--- src/rtl/instr_encoder_loader_if.sv ---
`default_nettype none
// ============================================================================
// Module   : instr_encoder_loader_if
// Purpose  : Bundles the field-level instruction request channel (valid/ready
//            plus decoded fields) and the instruction-memory write port of the
//            instruction encoder/loader.
// Ports    : (interface signals)
//   req_valid   request present                 (master -> slave)
//   req_ready   loader can accept this cycle     (slave  -> master)
//   req_kind    instruction kind 0..12, 13-15 illegal
//   req_rd/rs/rt/shamt/aluop  5-bit register/ALU fields
//   req_imm     17-bit I-type immediate
//   req_target  27-bit JI-type target
//   imem_wren   imem write strobe                (slave  -> master)
//   imem_addr   imem write address, ADDR_W bits
//   imem_data   encoded 32-bit instruction word
// Revision : 1.0 - initial release
// ============================================================================
interface instr_encoder_loader_if #(
  parameter int ADDR_W = 12
);
  logic              req_valid;
  logic              req_ready;
  logic [3:0]        req_kind;
  logic [4:0]        req_rd;
  logic [4:0]        req_rs;
  logic [4:0]        req_rt;
  logic [4:0]        req_shamt;
  logic [4:0]        req_aluop;
  logic [16:0]       req_imm;
  logic [26:0]       req_target;
  logic              imem_wren;
  logic [ADDR_W-1:0] imem_addr;
  logic [31:0]       imem_data;

  modport master (
    output req_valid, req_kind, req_rd, req_rs, req_rt, req_shamt,
           req_aluop, req_imm, req_target,
    input  req_ready, imem_wren, imem_addr, imem_data
  );

  modport slave (
    input  req_valid, req_kind, req_rd, req_rs, req_rt, req_shamt,
           req_aluop, req_imm, req_target,
    output req_ready, imem_wren, imem_addr, imem_data
  );
endinterface
`default_nettype wire

--- src/rtl/instr_encoder_loader.sv ---
`default_nettype none
// ============================================================================
// Module   : instr_encoder_loader
// Purpose  : Accepts field-level instruction requests, packs them into 32-bit
//            ISA words (opcode in [31:27]) and writes them sequentially into
//            the instruction memory, starting at BASE_ADDR for each session.
// Ports    :
//   clk_i     system clock, rising edge
//   rst_ni    asynchronous active-low reset
//   start_i   begin a new load session (pulse); wins over finish_i
//   finish_i  end the current session (pulse)
//   bus       request channel + imem write port (slave modport)
//   count_o   words written in this session (ADDR_W+1 bits)
//   err_o     sticky: illegal kind seen this session
//   busy_o    session in LOAD state
// Revision : 1.0 - initial release
// ============================================================================
module instr_encoder_loader #(
  parameter int ADDR_W    = 12,
  parameter int DEPTH     = 4096,
  parameter int BASE_ADDR = 0
) (
  input  wire logic              clk_i,
  input  wire logic              rst_ni,
  input  wire logic              start_i,
  input  wire logic              finish_i,
  instr_encoder_loader_if.slave  bus,
  output logic [ADDR_W:0]        count_o,
  output logic                   err_o,
  output logic                   busy_o
);

  localparam logic [1:0] c_ST_IDLE = 2'd0;
  localparam logic [1:0] c_ST_LOAD = 2'd1;
  localparam logic [1:0] c_ST_FULL = 2'd2;

  localparam logic [ADDR_W+1:0] c_DEPTH = (ADDR_W+2)'(DEPTH);
  localparam logic [ADDR_W-1:0] c_BASE  = ADDR_W'(BASE_ADDR);
  localparam logic [ADDR_W:0]   c_ONE   = {{ADDR_W{1'b0}}, 1'b1};

  // Opcodes
  localparam logic [4:0] c_OP_RTYPE    = 5'b00000;
  localparam logic [4:0] c_OP_J        = 5'b00001;
  localparam logic [4:0] c_OP_BNE      = 5'b00010;
  localparam logic [4:0] c_OP_JAL      = 5'b00011;
  localparam logic [4:0] c_OP_JR       = 5'b00100;
  localparam logic [4:0] c_OP_ADDI     = 5'b00101;
  localparam logic [4:0] c_OP_BLT      = 5'b00110;
  localparam logic [4:0] c_OP_SW       = 5'b00111;
  localparam logic [4:0] c_OP_LW       = 5'b01000;
  localparam logic [4:0] c_OP_INCSCORE = 5'b01001;
  localparam logic [4:0] c_OP_SETX     = 5'b10101;
  localparam logic [4:0] c_OP_BEX      = 5'b10110;

  logic [1:0]        state_q, state_d;
  logic [ADDR_W:0]   count_q, count_d;
  logic              err_q, err_d;
  logic              wr_valid_q, wr_valid_d;
  logic [31:0]       data_q, data_d;

  logic [31:0]       enc_w;
  logic              legal_w;
  logic              accept_w;
  logic              wr_fire_w;
  logic [ADDR_W+1:0] occ_q_w;
  logic [ADDR_W+1:0] occ_d_w;

  // ---------------------------------------------------------------------------
  // Field packing. Unused bit positions stay zero.
  // ---------------------------------------------------------------------------
  function automatic logic [31:0] f_itype(input logic [4:0] op, input logic [4:0] rd,
                                          input logic [4:0] rs, input logic [16:0] imm);
    return {op, rd, rs, imm};
  endfunction

  always_comb begin
    enc_w   = 32'h0;
    legal_w = 1'b1;
    unique case (bus.req_kind)
      4'd0:  enc_w = 32'h0;
      4'd1:  enc_w = {c_OP_RTYPE, bus.req_rd, bus.req_rs, bus.req_rt,
                      bus.req_shamt, bus.req_aluop, 2'b00};
      4'd2:  enc_w = f_itype(c_OP_ADDI, bus.req_rd, bus.req_rs, bus.req_imm);
      4'd3:  enc_w = f_itype(c_OP_SW, bus.req_rd, bus.req_rs, bus.req_imm);
      4'd4:  enc_w = f_itype(c_OP_LW, bus.req_rd, bus.req_rs, bus.req_imm);
      4'd5:  enc_w = {c_OP_J, bus.req_target};
      4'd6:  enc_w = f_itype(c_OP_BNE, bus.req_rd, bus.req_rs, bus.req_imm);
      4'd7:  enc_w = {c_OP_JAL, bus.req_target};
      4'd8:  enc_w = {c_OP_JR, bus.req_rd, 22'h0};
      4'd9:  enc_w = f_itype(c_OP_BLT, bus.req_rd, bus.req_rs, bus.req_imm);
      4'd10: enc_w = {c_OP_BEX, bus.req_target};
      4'd11: enc_w = {c_OP_SETX, bus.req_target};
      4'd12: enc_w = f_itype(c_OP_INCSCORE, bus.req_rd, bus.req_rs, bus.req_imm);
      default: begin
        enc_w   = 32'h0;
        legal_w = 1'b0;
      end
    endcase
  end

  // ---------------------------------------------------------------------------
  // Handshake. Occupancy counts the word sitting in the write stage so that
  // exactly DEPTH words can ever be accepted in one session.
  // ---------------------------------------------------------------------------
  assign occ_q_w       = {1'b0, count_q} + {{(ADDR_W+1){1'b0}}, wr_valid_q};
  assign busy_o        = (state_q == c_ST_LOAD);
  assign bus.req_ready = busy_o & ~start_i & (occ_q_w < c_DEPTH);
  assign accept_w      = bus.req_valid & bus.req_ready;

  // A start in the same cycle as a pending write kills that write outright.
  assign wr_fire_w     = wr_valid_q & ~start_i;

  assign bus.imem_wren = wr_fire_w;
  assign bus.imem_addr = c_BASE + count_q[ADDR_W-1:0];
  assign bus.imem_data = data_q;
  assign count_o       = count_q;
  assign err_o         = err_q;

  always_comb begin
    state_d    = state_q;
    count_d    = count_q;
    err_d      = err_q;
    wr_valid_d = 1'b0;
    data_d     = data_q;

    if (wr_fire_w) begin
      count_d = count_q + c_ONE;
    end

    if (accept_w) begin
      if (legal_w) begin
        wr_valid_d = 1'b1;
        data_d     = enc_w;
      end else begin
        err_d = 1'b1;
      end
    end

    occ_d_w = {1'b0, count_d} + {{(ADDR_W+1){1'b0}}, wr_valid_d};

    unique case (state_q)
      c_ST_LOAD: begin
        if (finish_i) begin
          state_d = c_ST_IDLE;
        end else if (occ_d_w == c_DEPTH) begin
          state_d = c_ST_FULL;
        end
      end
      c_ST_FULL: begin
        if (finish_i) begin
          state_d = c_ST_IDLE;
        end
      end
      default: state_d = c_ST_IDLE;
    endcase

    if (start_i) begin
      state_d    = c_ST_LOAD;
      count_d    = '0;
      err_d      = 1'b0;
      wr_valid_d = 1'b0;
    end
  end

  always_ff @(posedge clk_i or negedge rst_ni) begin
    if (!rst_ni) begin
      state_q    <= c_ST_IDLE;
      count_q    <= '0;
      err_q      <= 1'b0;
      wr_valid_q <= 1'b0;
      data_q     <= 32'h0;
    end else begin
      state_q    <= state_d;
      count_q    <= count_d;
      err_q      <= err_d;
      wr_valid_q <= wr_valid_d;
      data_q     <= data_d;
    end
  end

endmodule
`default_nettype wire

--- src/flat_wrapper.sv ---
// flat-port wrapper written by rule: the top's interface ports become plain ports
module instr_encoder_loader_flat 
#(
  parameter int ADDR_W    = 12,
  parameter int DEPTH     = 4096,
  parameter int BASE_ADDR = 0
)
  (clk_i, rst_ni, start_i, finish_i, count_o, err_o, busy_o, bus_req_valid, bus_req_kind, bus_req_rd, bus_req_rs, bus_req_rt, bus_req_shamt, bus_req_aluop, bus_req_imm, bus_req_target, bus_req_ready, bus_imem_wren, bus_imem_addr, bus_imem_data);
  instr_encoder_loader_if #(.ADDR_W(ADDR_W)) bus_i ();
  input  wire logic clk_i;
  input  wire logic rst_ni;
  input  wire logic start_i;
  input  wire logic finish_i;
  output logic [ADDR_W:0] count_o;
  output logic err_o;
  output logic busy_o;
  input wire logic [$bits(bus_i.req_valid)-1:0] bus_req_valid;
  input wire logic [$bits(bus_i.req_kind)-1:0] bus_req_kind;
  input wire logic [$bits(bus_i.req_rd)-1:0] bus_req_rd;
  input wire logic [$bits(bus_i.req_rs)-1:0] bus_req_rs;
  input wire logic [$bits(bus_i.req_rt)-1:0] bus_req_rt;
  input wire logic [$bits(bus_i.req_shamt)-1:0] bus_req_shamt;
  input wire logic [$bits(bus_i.req_aluop)-1:0] bus_req_aluop;
  input wire logic [$bits(bus_i.req_imm)-1:0] bus_req_imm;
  input wire logic [$bits(bus_i.req_target)-1:0] bus_req_target;
  output wire logic [$bits(bus_i.req_ready)-1:0] bus_req_ready;
  output wire logic [$bits(bus_i.imem_wren)-1:0] bus_imem_wren;
  output wire logic [$bits(bus_i.imem_addr)-1:0] bus_imem_addr;
  output wire logic [$bits(bus_i.imem_data)-1:0] bus_imem_data;
  assign bus_i.req_valid = bus_req_valid;
  assign bus_i.req_kind = bus_req_kind;
  assign bus_i.req_rd = bus_req_rd;
  assign bus_i.req_rs = bus_req_rs;
  assign bus_i.req_rt = bus_req_rt;
  assign bus_i.req_shamt = bus_req_shamt;
  assign bus_i.req_aluop = bus_req_aluop;
  assign bus_i.req_imm = bus_req_imm;
  assign bus_i.req_target = bus_req_target;
  assign bus_req_ready = bus_i.req_ready;
  assign bus_imem_wren = bus_i.imem_wren;
  assign bus_imem_addr = bus_i.imem_addr;
  assign bus_imem_data = bus_i.imem_data;
  instr_encoder_loader #(.ADDR_W(ADDR_W), .DEPTH(DEPTH), .BASE_ADDR(BASE_ADDR)) u_core (.clk_i(clk_i), .rst_ni(rst_ni), .start_i(start_i), .finish_i(finish_i), .bus(bus_i), .count_o(count_o), .err_o(err_o), .busy_o(busy_o));
endmodule
--- config.mk ---
export PLATFORM = sky130hd
export DESIGN_NAME = instr_encoder_loader_flat
export DESIGN_NICKNAME = d
export VERILOG_FILES = /design/src/rtl/instr_encoder_loader_if.sv /design/src/rtl/instr_encoder_loader.sv /design/src/flat_wrapper.sv
export SDC_FILE = /design/constraint.sdc
export NUM_CORES = 1
export LEC_CHECK = 0
export CAP_MARGIN = 25
export CORE_ASPECT_RATIO = 1.1
export CORE_UTILIZATION = 43
export CTS_BUF_LIST = sky130_fd_sc_hd__clkbuf_4 sky130_fd_sc_hd__clkbuf_8
export DETAILED_ROUTE_END_ITERATION = 8
export PLACE_DENSITY = 0.79
export SLEW_MARGIN = 20
export SYNTH_ARGS = -nofsm -noshare
export SYNTH_HDL_FRONTEND = slang
export SYNTH_SLANG_ARGS = --single-unit
--- constraint.sdc ---
create_clock -name clk_i -period 4.1 [get_ports clk_i]
set_input_delay 0.41 -clock clk_i [delete_from_list [all_inputs] [get_ports clk_i]]
set_output_delay 0.41 -clock clk_i [all_outputs]
set_load 0.02 [all_outputs]
Word level (Yosys, flattened, before mapping)
Cells that the tools add are included.
Storage, ports and cells
  logic and storage cells: 53
  output and inout bits: 61
  input port bits: 78
  register bits: 49
Operators by class
  multiplexer cells: 15
  magnitude comparators: 1
  reductions and logical operators: 6
  equality and inequality tests: 18
  bitwise operators: 5
  add/subtract/negate cells: 3
Operator list (count)
  case mux 32 bit (12 select lines): 1
  adder 13 x 1 -> 14 bit: 2
  two-way mux 13 bit: 2
  equality test 4 bit (second input constant): 5
  equality test 4 x 3 -> 1 bit (second input constant): 4
  equality test 14 x 13 -> 1 bit (second input constant): 1
  < comparator 14 x 13 -> 1 bit (second input constant): 1
  adder 13 x 1 -> 13 bit (second input constant): 1
  OR reduction 13 bit: 1
  equality test 4 x 2 -> 1 bit (second input constant): 2
  two-way mux 2 bit: 4
  two-way mux 1 bit: 7
  AND reduction 2 bit: 3
  AND 1 bit: 4
  equality test 4 x 1 -> 1 bit (second input constant): 1
  logical NOT 4 bit: 1
  != test 4 bit (second input constant): 1
  case mux 2 bit (2 select lines): 1
  != test 3 bit (second input constant): 1
  equality test 2 x 1 -> 1 bit (second input constant): 1
  equality test 2 bit (second input constant): 1
  != test 2 bit (second input constant): 1
  nonzero test 2 bit: 1
  NOT 1 bit: 1

Longest topological paths before layout
Gate-level depths: netlist of the first run.
  word-level depth: 11
  depth in mapped cells: 18

Least setup slack after synthesis of the first run
OpenSTA, ideal clock, no wires.
  path type: flip-flop to flip-flop
  start: register u_core.count_q[2], in the netlist u_core.count_o[2]
  end: register u_core.state_q[1]
  path slack: 0.081 ns
  data arrival time: 3.899 ns
  period minus slack after synthesis: 4.019 ns
  path buffers: 3
  cell stages (with the launch flop): 19
  cells stage by stage: dfrtp_1 > buf_4 > nand4_4 > nor4_1 > nor4_1 > and2_1 > buf_2 > o21ai_1 > buf_2 > inv_1 > ha_1 > ha_1 > nand2_1 > nor4_1 > a311oi_2 > o211a_1 > o311ai_1 > a211oi_1 > a31o_1
On the way
  cells in the longest elaborated chain, start to end: 9
Ends and longest elaborated chain
  start: declaration: line instr_encoder_loader.sv:56  | logic [ADDR_W:0] count_q, count_d;
  start signal: assignment: line instr_encoder_loader.sv:174  | count_q <= count_d;
  adder 13 x 1 -> 14 bit: line instr_encoder_loader.sv:105  | assign occ_q_w = {1'b0, count_q} + {{(ADDR_W+1){1'b0}}, wr_valid_q};
  < comparator 14 x 13 -> 1 bit: line instr_encoder_loader.sv:107  | assign bus.req_ready = busy_o & ~start_i & (occ_q_w < c_DEPTH);
  AND 1 bit: line instr_encoder_loader.sv:107
  via bus_req_ready: line flat_wrapper.sv:26  | output wire logic [$bits(bus_i.req_ready)-1:0] bus_req_ready;
  AND 1 bit: line instr_encoder_loader.sv:108  | assign accept_w = bus.req_valid & bus.req_ready;
  two-way mux 1 bit: line instr_encoder_loader.sv:130  | if (accept_w) begin
  adder 13 x 1 -> 14 bit: line instr_encoder_loader.sv:139  | occ_d_w = {1'b0, count_d} + {{(ADDR_W+1){1'b0}}, wr_valid_d};
  equality test 14 x 13 -> 1 bit: line instr_encoder_loader.sv:145  | end else if (occ_d_w == c_DEPTH) begin
  != test 4 bit (no line)
  AND reduction 2 bit (no line)
  end signal: assignment: line instr_encoder_loader.sv:167  | state_q <= c_ST_IDLE;
  end signal: assignment: line instr_encoder_loader.sv:173  | state_q <= state_d;
  end: declaration: line instr_encoder_loader.sv:55  | logic [1:0] state_q, state_d;
The timed path passes the listed nets, and every way through them passes these cells.
A chain may end at the register's enable or synchronous reset.

Worst setup path after layout of the first run
  start: register u_core.count_q[2], in the netlist u_core.count_o[2]
  end: register u_core.state_q[0]
On the way
  cells in the longest elaborated chain, start to end: 9
Ends and longest elaborated chain (line)
  adder 13 x 1 -> 14 bit: instr_encoder_loader.sv:105
  < comparator 14 x 13 -> 1 bit: instr_encoder_loader.sv:107
  AND 1 bit: instr_encoder_loader.sv:107
  AND 1 bit: instr_encoder_loader.sv:108
  two-way mux 1 bit: instr_encoder_loader.sv:130
  adder 13 x 1 -> 14 bit (*): instr_encoder_loader.sv:139
  equality test 14 x 13 -> 1 bit (*): instr_encoder_loader.sv:145
  != test 4 bit (no line) (*)
  AND reduction 2 bit (no line) (*)
Every way passes the cells marked *; elsewhere a longest branch is shown, timed or not.

==> impl_metrics.csv, run 1 <==
group,metric,value,unit
outcome,status,"complete, no violations",
clock_tree,clkTransAtPathRegs,0.09,ns
pwr,pwr-share-clk,21.6,%
layout,antenna_cells,0,
place,port-buffer-count,138,
synthesis,netlist_top_cells_area,"dfrtp_1 39%, nand2_1 5.7%, a222oi_1 4.8%",
detailed_routing,wl_met1,3.74,mm
synthesis,ys_ff_latch,49,
clock_tree,cts_root_buffer,"clkbuf_8",
die,pin_count,139,
place,dp.cells,545,
sta,fmax,0.277,GHz
layout,fin_nets,548,
pwr,intPower,0.000909,W
critical_path,max_stage_delay,0.66,ns
hold_path,hold_path.class,"in2async",
die,core,7010,um^2
clock_tree,insertion_delay,0.30,ns
detailed_routing,drt-total-wl,9.23,mm
synthesis,synth_top_area_share,39.4,%
pwr,peakVddDrop,0.000169,V
critical_path,r2r_slack,0.50,ns
clock_tree,cts_tree,"yes",
clock_tree,post_cts_buffers,0,
clock_tree,cts-buffers-inserted,5,
pwr,power_frac_seq,44.2,%
grt,grt_pass1_vias,3083,
die,initial_core_util,44.4,%
pwr,power.share.combinational,34.2,%
critical_path,required,4.28,ns
synthesis,yosysWarningCount,0,
synthesis,ys_types,55,
synthesis,synth_top_area_cell,"dfrtp_1",
critical_path,path_depth,15,
pwr,leakage,1.87,nW
grt,grt_max_degree,50,
critical_path,cp_slowest_cell,"dfrtp_1",
detailed_routing,dr.pass1.iters,7,
synthesis,synthFlopType,"dfrtp_1",
sta,max_slew.worst_pin.slew,0.889,ns
grt,grt_pass1_wl,14.9,mm
grt,grtUsageTotal,24.4,%
sta,min_period,3.60,ns
detailed_routing,drt_iter0_markers,222,
sta,maxSlewHeadroom,40.6,%
detailed_routing,wire_per_inst,16.7,um
sta,fin_setup_tns,0,ns
synthesis,synth_nets,431,
sta,slew_violations,0,
synthesis,synth_area,3110,um^2
detailed_routing,routed-wl-met2,4.54,mm
sta,hold_violations,0,
critical_path,crit_path_cell_trace,"nand4_4 > nor4_1 > nor4_1 > and2_1 > o21ai_2 > inv_1 > ha_1 > ha_1 > nand2_1 > nor4_1 > a311oi_2 > o211a_1 > o311ai_1 > a211oi_1 > a31oi_1",
critical_path,critPathTopFamily,"compound AO/OA/AOI/OAI gates",
detailed_routing,vias,3233,
sta,layout_setup_ws,0.495,ns
detailed_routing,via_per_inst,5.86,
pwr,powerDensity,290,nW/um^2
job,maxCapViolCount,0,
clock_tree,cts_hold_buf,0,
sta,period_share,87.9,%
synthesis,synthTopCellsByCount,"49 x dfrtp_1, 47 x nand2_1, 27 x nor2_1",
die,die_w,83.1,um
critical_path,worstSetupStartpointType,"register",
synthesis,syn_inst,350,
layout,synthToLayoutAreaGrowth,46.4,%
place,place.gp.congestion,0.898,
critical_path,worstSetupEndpointType,"register",
synthesis,synth.most_common_cell,"dfrtp_1",
die,dieArea,7580,um^2
pwr,swShare,31.2,%
sta,finClkSkew,0.0125,ns
clock_tree,clock_path_buffers,2,
detailed_routing,top_layer,"met4",
clock_tree,ctsResizeCount,0,
place,hpwl,6.96,mm
pwr,p_sw,0.000413,W
clock_tree,clock_sinks,49,
critical_path,cp_common_cell,"nor4_1",
grt,grt.overflow.total,0,
critical_path,cp_data_arrival_time,3.78,ns
synthesis,syn_area_per_cell,8.89,um^2
synthesis,ys_async_sr_fraction,100,%
layout,finalNonFillerCells,552,
synthesis,synth-edff-count,0,
critical_path,cp_max_fo,12,
critical_path,path_class,"reg2reg",
layout,fin_util,65.0,%
die,die_h,91.2,um
clock_tree,htreeDepth,2,
critical_path,cp_num_buf_inv,1,
detailed_routing,met3_length,741,um
sta,setup-violations-final,0,
detailed_routing,ant_nets,0,
detailed_routing,drc_errors,0,
place,pre_cts_slack,0.476,ns
sta,rsz0062_at_grt,"false",
synthesis,yosysSeqAreaShare,39.4,%
layout,fillers,596,
layout,drive_above_1_share,6.85,%
critical_path,r2r_cells,15,
grt,antenna_found_initial,0,
die,rows,32,
==> layout by cell type (no fill, tap or decap), drive strengths merged, types with 2 or more instances in the layout <==
cell type and n:
nand2 47, nand3b 3, ha 3, and4b 3, nor4 9, nand4 3
buf 11, a41oi 2, and2 5, a22oi 7, clkbuf 6, a21oi 20
a31oi 3, a222oi 15, dfrtp 49, mux2 2, nor2b 5, nor3 7
nor4b 3, nand3 7, a211oi 2, xor2 5, inv 6, nand4b 3
nor2 27, xnor2 9, o31ai 2, o21ai 35, a22o 12, clkdlybuf4s50 137
==> kinds of logic (layout without fill, tap and decap cells) <==
logic type,count (synthesis),after routing,synth area share (%)
and+or+nand+nor,129,129,22.2
AOI/OAI and AO/OA,107,107,23.6
DFF,49,49,39.4
buffers and inverters,44,161,7.64
xor gates and xnor gates,15,15,4.70
adders and majority gates,3,3,1.21
muxes,3,3,1.17
==> through the flow <==
stage	area [um^2]	total power (W)	hold slack (ns)
5_1_grt	4550	0.00138	0.253
2_1_floorplan	3110	0.000787	0.114
3_3_place_gp	4460	0.00104	0.463
4_1_cts	4550	0.00133	0.231
3_5_place_dp	4460	0.00104	0.469
6_report	4550	0.00132	0.198
==> registers in the layout, indices dropped and copies added (netlist names) <==
signal	cells
u_core.bus.imem_data	32
u_core.count_o	13
u_core.err_o	1
u_core.state_q	2
u_core.wr_valid_q	1
==> path summary, 6_finish.rpt <==
kind                                         start                        to
max                              u_core.count_o[2]         u_core.state_q[0]
min                                         rst_ni  u_core.bus.imem_data[27]
max reg2reg                      u_core.count_o[2]         u_core.state_q[0]
min reg2reg                u_core.bus.imem_data[9]   u_core.bus.imem_data[9]
max in group asynchronous                   rst_ni         u_core.count_o[3]
min in group clk_i         u_core.bus.imem_data[9]   u_core.bus.imem_data[9]
==> power by group through the flow <==
| stage | registers (W) | clock network, W | logic (W) |
|---|---|---|---|
| 2_1_floorplan | 0.000663 | 0 | 0.000124 |
| 3_3_place_gp | 0.000593 | 0 | 0.000447 |
| 3_5_place_dp | 0.000592 | 0 | 0.000453 |
| 4_1_cts | 0.000585 | 0.000294 | 0.000455 |
| 5_1_grt | 0.000592 | 0.000310 | 0.000483 |
| 6_report | 0.000584 | 0.000286 | 0.000452 |
==> area by class of cell <==
type                            instances  area (um^2)  area share [%]
Multi-Input combinational cell        257         1660            36.4
Timing Repair Buffer                  148         1450            31.9
Sequential cell                        49         1230            26.9
Tap cell                               85          106            2.34
Clock buffer                            6         82.6            1.81
Inverter                                6         22.5           0.495
Clock inverter                          1         7.51           0.165
==> metal layers <==
layer | global-route usage, % | vias to the layer above
met3 | 6.18 | 21
met1 | 29.7 | 1543
met4 | 8.33 | 0
li1 | - | 1513
met5 | 0 | -
met2 | 41.8 | 156
Power figures use the tool's default switching activity.
==> run 2: changes to the inputs <==
--- a/config.mk
+++ b/config.mk
@@ -6,7 +6,7 @@
 export NUM_CORES = 1
 export LEC_CHECK = 0
 export CAP_MARGIN = 25
-export CORE_ASPECT_RATIO = 1.1
+export CORE_ASPECT_RATIO = 0.5
 export CORE_UTILIZATION = 43
 export CTS_BUF_LIST = sky130_fd_sc_hd__clkbuf_4 sky130_fd_sc_hd__clkbuf_8
 export DETAILED_ROUTE_END_ITERATION = 8
==> run 2 against run 1 <==
Clock skew is 0.0042 ns lower. Global-route usage decreased by 0.19 points. Total power is 0.73% higher. Via count down 4.2%. Fmax shrank 2.3%. Sequential share of layout area down 0.098 points. Cell count up 1.6%. Wire length decreased by 4.9%. Sequential power is 0.9% lower. Cell area grew 0.47%.
==> impl_metrics.csv, run 2 (synthesis gave the netlist of run 1 again) <==
group,metric,value,unit
outcome,status,"complete, no violations",
place,pre_cts_slack,0.335,ns
clock_tree,htreeDepth,2,
grt,grtUsageTotal,24.2,%
sta,hold_violations,0,
sta,fmax,0.271,GHz
detailed_routing,drt_iter0_markers,255,
sta,max_slew.worst_pin.slew,0.918,ns
detailed_routing,vias,3096,
pwr,leakage,1.87,nW
detailed_routing,via_per_inst,5.52,
layout,synthToLayoutAreaGrowth,47.0,%
layout,largest_reg_flops,32,
detailed_routing,drt-total-wl,8.79,mm
clock_tree,cts_root_buffer,"clkbuf_8",
sta,finClkSkew,0.00826,ns
die,core,6830,um^2
pwr,powerDensity,291,nW/um^2
place,place.gp.congestion,0.874,
clock_tree,cts-buffers-inserted,5,
clock_tree,insertion_delay,0.31,ns
die,die_h,62.2,um
critical_path,path_class,"reg2reg",
clock_tree,cts_tree,"yes",
grt,grt_max_degree,50,
pwr,power.share.combinational,33.7,%
grt,grt_pass1_vias,2933,
layout,antenna_cells,0,
job,maxCapViolCount,0,
pwr,intPower,0.000903,W
sta,setup-violations-final,0,
place,hpwl,6.39,mm
grt,grt.overflow.total,0,
sta,slew_violations,0,
hold_path,hold_path.class,"in2async",
sta,rsz0062_at_grt,"false",
critical_path,cp_data_arrival_time,3.88,ns
pwr,pwr-share-clk,22.8,%
critical_path,worstSetupEndpointType,"register",
die,initial_core_util,45.5,%
grt,antenna_found_initial,0,
detailed_routing,dr.pass1.iters,6,
layout,layout_commonest_cell,"clkdlybuf4s50_1",
sta,period_share,90.0,%
sta,fin_setup_tns,0,ns
detailed_routing,wire_per_inst,15.7,um
pwr,power_frac_seq,43.5,%
grt,top_usage_layer,"met2",
clock_tree,cts_hold_buf,0,
grt,use_met3,5.15,%
die,rows,21,
critical_path,worstSetupStartpointType,"register",
clock_tree,post_cts_buffers,0,
clock_tree,clock_path_buffers,2,
grt,grt_pass1_wl,14.6,mm
grt,grt_use_met1,32.3,%
detailed_routing,drc_errors,0,
sta,layout_setup_ws,0.412,ns
layout,fin_nets,549,
die,pin_count,139,
sta,maxSlewHeadroom,38.7,%
sta,holdWs,0.117,ns
layout,most-common-layout-cells,"137 x clkdlybuf4s50_1, 48 x dfrtp_1, 47 x nand2_1",
pwr,p_sw,0.000429,W
critical_path,required,4.29,ns
critical_path,cp_max_fo,10,
place,port-buffer-count,138,
die,dieArea,7600,um^2
layout,drive_above_1_share,7.46,%
grt,grtUsageMet2,40.6,%
clock_tree,clkTransAtPathRegs,0.10,ns
detailed_routing,ant_nets,0,
die,die_w,122,um
sta,min_period,3.69,ns
pwr,peakVddDrop,0.000199,V
clock_tree,clock_sinks,49,
pwr,swShare,32.2,%
==> run 2: layer usage <==
metal	routed length, um	up-vias
met4	87	0
met1	3910	1474
met3	417	8
li1	-	1521
met2	4370	93
met5	0	-
==> run 2: final timing paths <==
| check | cells past startpoint | slack [ns] | start | end |
|---|---|---|---|---|
| min | 1 | 0.12 | rst_ni | u_core.bus.imem_data[4] |
| min in group clk_i | 2 | 0.49 | u_core.bus.imem_data[23] | u_core.bus.imem_data[23] |
| max | 15 | 0.41 | u_core.count_o[6] | u_core.state_q[0] |
| max reg2reg | 15 | 0.41 | u_core.count_o[6] | u_core.state_q[0] |
| min reg2reg | 2 | 0.49 | u_core.bus.imem_data[23] | u_core.bus.imem_data[23] |
| max in group asynchronous | 1 | 3.51 | rst_ni | u_core.count_o[3] |
==> run 2: per-stage QoR <==
stage	instances	total power [W]	util [%]	cell area, um^2
2_1_floorplan	350	0.000787	-	3110
4_1_cts	561	0.00135	67.0	4570
6_report	561	0.00133	67.0	4580
3_3_place_gp	553	0.00103	65.6	4480
5_1_grt	561	0.00141	67.0	4580
3_5_place_dp	553	0.00104	65.6	4480
==> run 2: cell type report <==
cell class                      count  area (um^2)
Clock buffer                        6         76.3
Clock inverter                      2         15.0
Fill cell                         593         2260
Inverter                            6         22.5
Multi-Input combinational cell    257         1660
Sequential cell                    49         1230
Tap cell                           92          115
Timing Repair Buffer              149         1460
==> run 2: worst max-delay path, cell delays in order (launching register included) <==
cell      delay, ns
dfrtp_1        0.52
nand3_1        0.20
nor4_1         0.41
nor4_1         0.12
and2_1         0.28
o21ai_2        0.10
inv_1          0.06
ha_1           0.22
ha_1           0.25
nand2_1        0.09
nor4_1         0.05
a311oi_2       0.48
o211a_1        0.23
o311ai_1       0.10
a211oi_1       0.34
a31oi_1        0.13
==> run 2: power by group through the flow <==
stage                     Clock [W]  Combinational, W  Sequential, W
final                      0.000304          0.000449       0.000579
after floorplan                   0          0.000124       0.000663
after global placement            0          0.000446       0.000588
after detailed placement          0          0.000451       0.000589
after global routing       0.000333          0.000485       0.000588
after CTS                  0.000313          0.000452       0.000580
==> run 2: repair_timing <==
item	in CTS	in global routing
setup endpoints to repair	0	2
endpoints found under the hold margin	0	0
gates resized for setup	0	1
==> run 3: changes to the inputs <==
--- a/config.mk
+++ b/config.mk
@@ -10,6 +10,7 @@
 export CORE_UTILIZATION = 43
 export CTS_BUF_LIST = sky130_fd_sc_hd__clkbuf_4 sky130_fd_sc_hd__clkbuf_8
 export DETAILED_ROUTE_END_ITERATION = 8
+export GPL_TIMING_DRIVEN = 0
 export PLACE_DENSITY = 0.79
 export SLEW_MARGIN = 20
 export SYNTH_ARGS = -nofsm -noshare
==> run 3 against run 2 <==
Combinational power is 2% higher. Via count rose by 5.7%. Non-clock buffer count increased by 30. Fmax decreased by 4.9%. Count of clock-buffer cells in the layout is 1 higher. First-iteration DRC count is 32% higher. Clock power grew 2%. Register-to-register slack got worse by 0.19 ns. Clock skew is 0.0031 ns lower. Critical endpoint is now u_core.state_q[1]. Largest power group unchanged. Highest routed layer unchanged.
==> impl_metrics.csv, run 3 (synthesis gave the netlist of run 1 again) <==
group,metric,value,unit
layout,layout_commonest_cell,"clkdlybuf4s50_1",
die,initial_core_util,45.5,%
place,port-buffer-count,137,
detailed_routing,wire_per_inst,15.8,um
place,place.gp.congestion,0.863,
layout,most-common-layout-cells,"136 x clkdlybuf4s50_1, 49 x dfrtp_1, 47 x nand2_1",
sta,holdWs,0.119,ns
layout,synthToLayoutAreaGrowth,53.9,%
grt,antenna_found_initial,0,
sta,min_period,3.88,ns
die,rows,21,
grt,grt_pass1_wl,15.1,mm
die,pin_count,139,
die,die_h,62.2,um
sta,finClkSkew,0.00511,ns
sta,maxSlewHeadroom,51.2,%
critical_path,worstSetupStartpointType,"register",
clock_tree,clkTransAtPathRegs,0.09,ns
clock_tree,htreeDepth,2,
pwr,total_power,0.00135,W
clock_tree,clock_sinks,49,
critical_path,path_class,"reg2reg",
layout,drive_above_1_share,11.6,%
layout,stdcell_area,4790,um^2
detailed_routing,via_per_inst,5.55,
detailed_routing,drt-total-wl,9.35,mm
critical_path,required,4.30,ns
sta,hold_violations,0,
critical_path,worstSetupEndpointType,"register",
place,hpwl,6.88,mm
grt,grt.overflow.total,0,
die,dieArea,7600,um^2
critical_path,cp_data_arrival_time,4.08,ns
clock_tree,insertion_delay,0.31,ns
detailed_routing,dr.pass1.iters,5,
detailed_routing,drt_iter0_markers,337,
layout,largest_reg_flops,32,
die,die_w,122,um
grt,grt_max_degree,50,
critical_path,cp_max_fo,10,
pwr,peakVddDrop,0.000179,V
clock_tree,cts_root_buffer,"clkbuf_8",
sta,slew_violations,0,
die,core,6830,um^2
pwr,leakage,2.00,nW
detailed_routing,vias,3273,
clock_tree,clock_path_buffers,2,
hold_path,hold_path.class,"in2async",
place,placed_area,4600,um^2
grt,grt_pass1_vias,3041,
pwr,powerDensity,281,nW/um^2
outcome,status,"complete, no violations",
sta,fmax,0.258,GHz
detailed_routing,drc_errors,0,
clock_tree,cts_tree,"yes",
layout,finalNonFillerCells,590,
detailed_routing,ant_nets,0,
grt,grtUsageTotal,25.3,%
place,dp.cells,580,
clock_tree,cts-buffers-inserted,5,
sta,setup-violations-final,0,
layout,fin_nets,579,
job,maxCapViolCount,0,
sta,max_slew.worst_pin.slew,0.731,ns
layout,antenna_cells,0,
sta,period_share,94.6,%
-- run 3: cell types whose count changed in the layout (fill, tap and decap cells not counted), moves of 2 or more --
cell / delta
clkbuf_1: +11
nor4_1: -4
buf_2: +7
nor4_4: +2
nor4_2: +2
clkbuf_4: +2
buf_1: +2
clkinvlp_4: -2
buf_4: +8
-- run 3: power breakdown --
part	switching, W	internal, W	total [W]
Clock	0.000169	0.000141	0.000311
Sequential	0.0000336	0.000545	0.000578
Combinational	0.000224	0.000233	0.000457
-- run 3: metrics by stage --
stage	utilization, %	worst slack (ns)	TNS (ns)
after floorplan	-	0.0812	0
after global placement	67.3	-0.294	-0.585
after detailed placement	67.3	-0.438	-0.856
after CTS	68.9	0.115	0
after global routing	70.1	-0.0194	-0.0251
final	70.1	0.222	0
-- run 3: final cells by class --
cell class / instances / area, um^2
Multi-Input combinational cell: 257 / 1710
Sequential cell: 49 / 1230
Tap cell: 92 / 115
Clock buffer: 7 / 90.1
Inverter: 6 / 22.5
Buffer: 38 / 226
Fill cell: 577 / 2040
Timing Repair Buffer: 141 / 1400
-- run 3: layer usage --
layer / vias to the layer above / track usage, % / share of wire, %
li1: 1583 / - / -
met1: 1585 / 33.1 / 45
met2: 98 / 43.1 / 50
met3: 7 / 5.61 / 4.3
met4: 0 / 4.12 / 0.59
met5: - / 0 / 0
-- run 3: worst paths after layout --
path | startpoint | end | slack, ns | depth (start not counted)
max in group asynchronous | rst_ni | u_core.bus.imem_data[27] | 3.52 | 1
worst max register to register | u_core.count_o[0] | u_core.state_q[1] | 0.22 | 20
worst min register to register | u_core.bus.imem_data[6] | u_core.bus.imem_data[6] | 0.49 | 2
worst max-delay path | u_core.count_o[0] | u_core.state_q[1] | 0.22 | 20
min in group clk_i | bus_req_kind[1] | u_core.bus.imem_data[31] | 0.46 | 3
worst min-delay path | rst_ni | u_core.bus.imem_data[6] | 0.12 | 1
-- run 3: timing repair --
action	in CTS	in global routing
pin swaps	1	5
buffers inserted	1	2
gates resized for setup	3	12
hold buffers	0	0
hold endpoints to repair	0	0
setup endpoints to repair	2	2
-- run 3: critical path, stage by stage (launching register included) --
cell      delay (ns)
dfrtp_1         0.40
clkbuf_4        0.22
nand3_1         0.13
nor4_4          0.35
nor4_4          0.09
and2_1          0.16
buf_2           0.17
o21ai_2         0.14
buf_6           0.19
inv_1           0.05
ha_1            0.22
ha_2            0.21
nand2_1         0.10
nor4_2          0.05
a311oi_2        0.45
buf_4           0.20
buf_4           0.10
a211oi_1        0.04
nor2b_1         0.20
a211oi_2        0.09
a31o_1          0.22
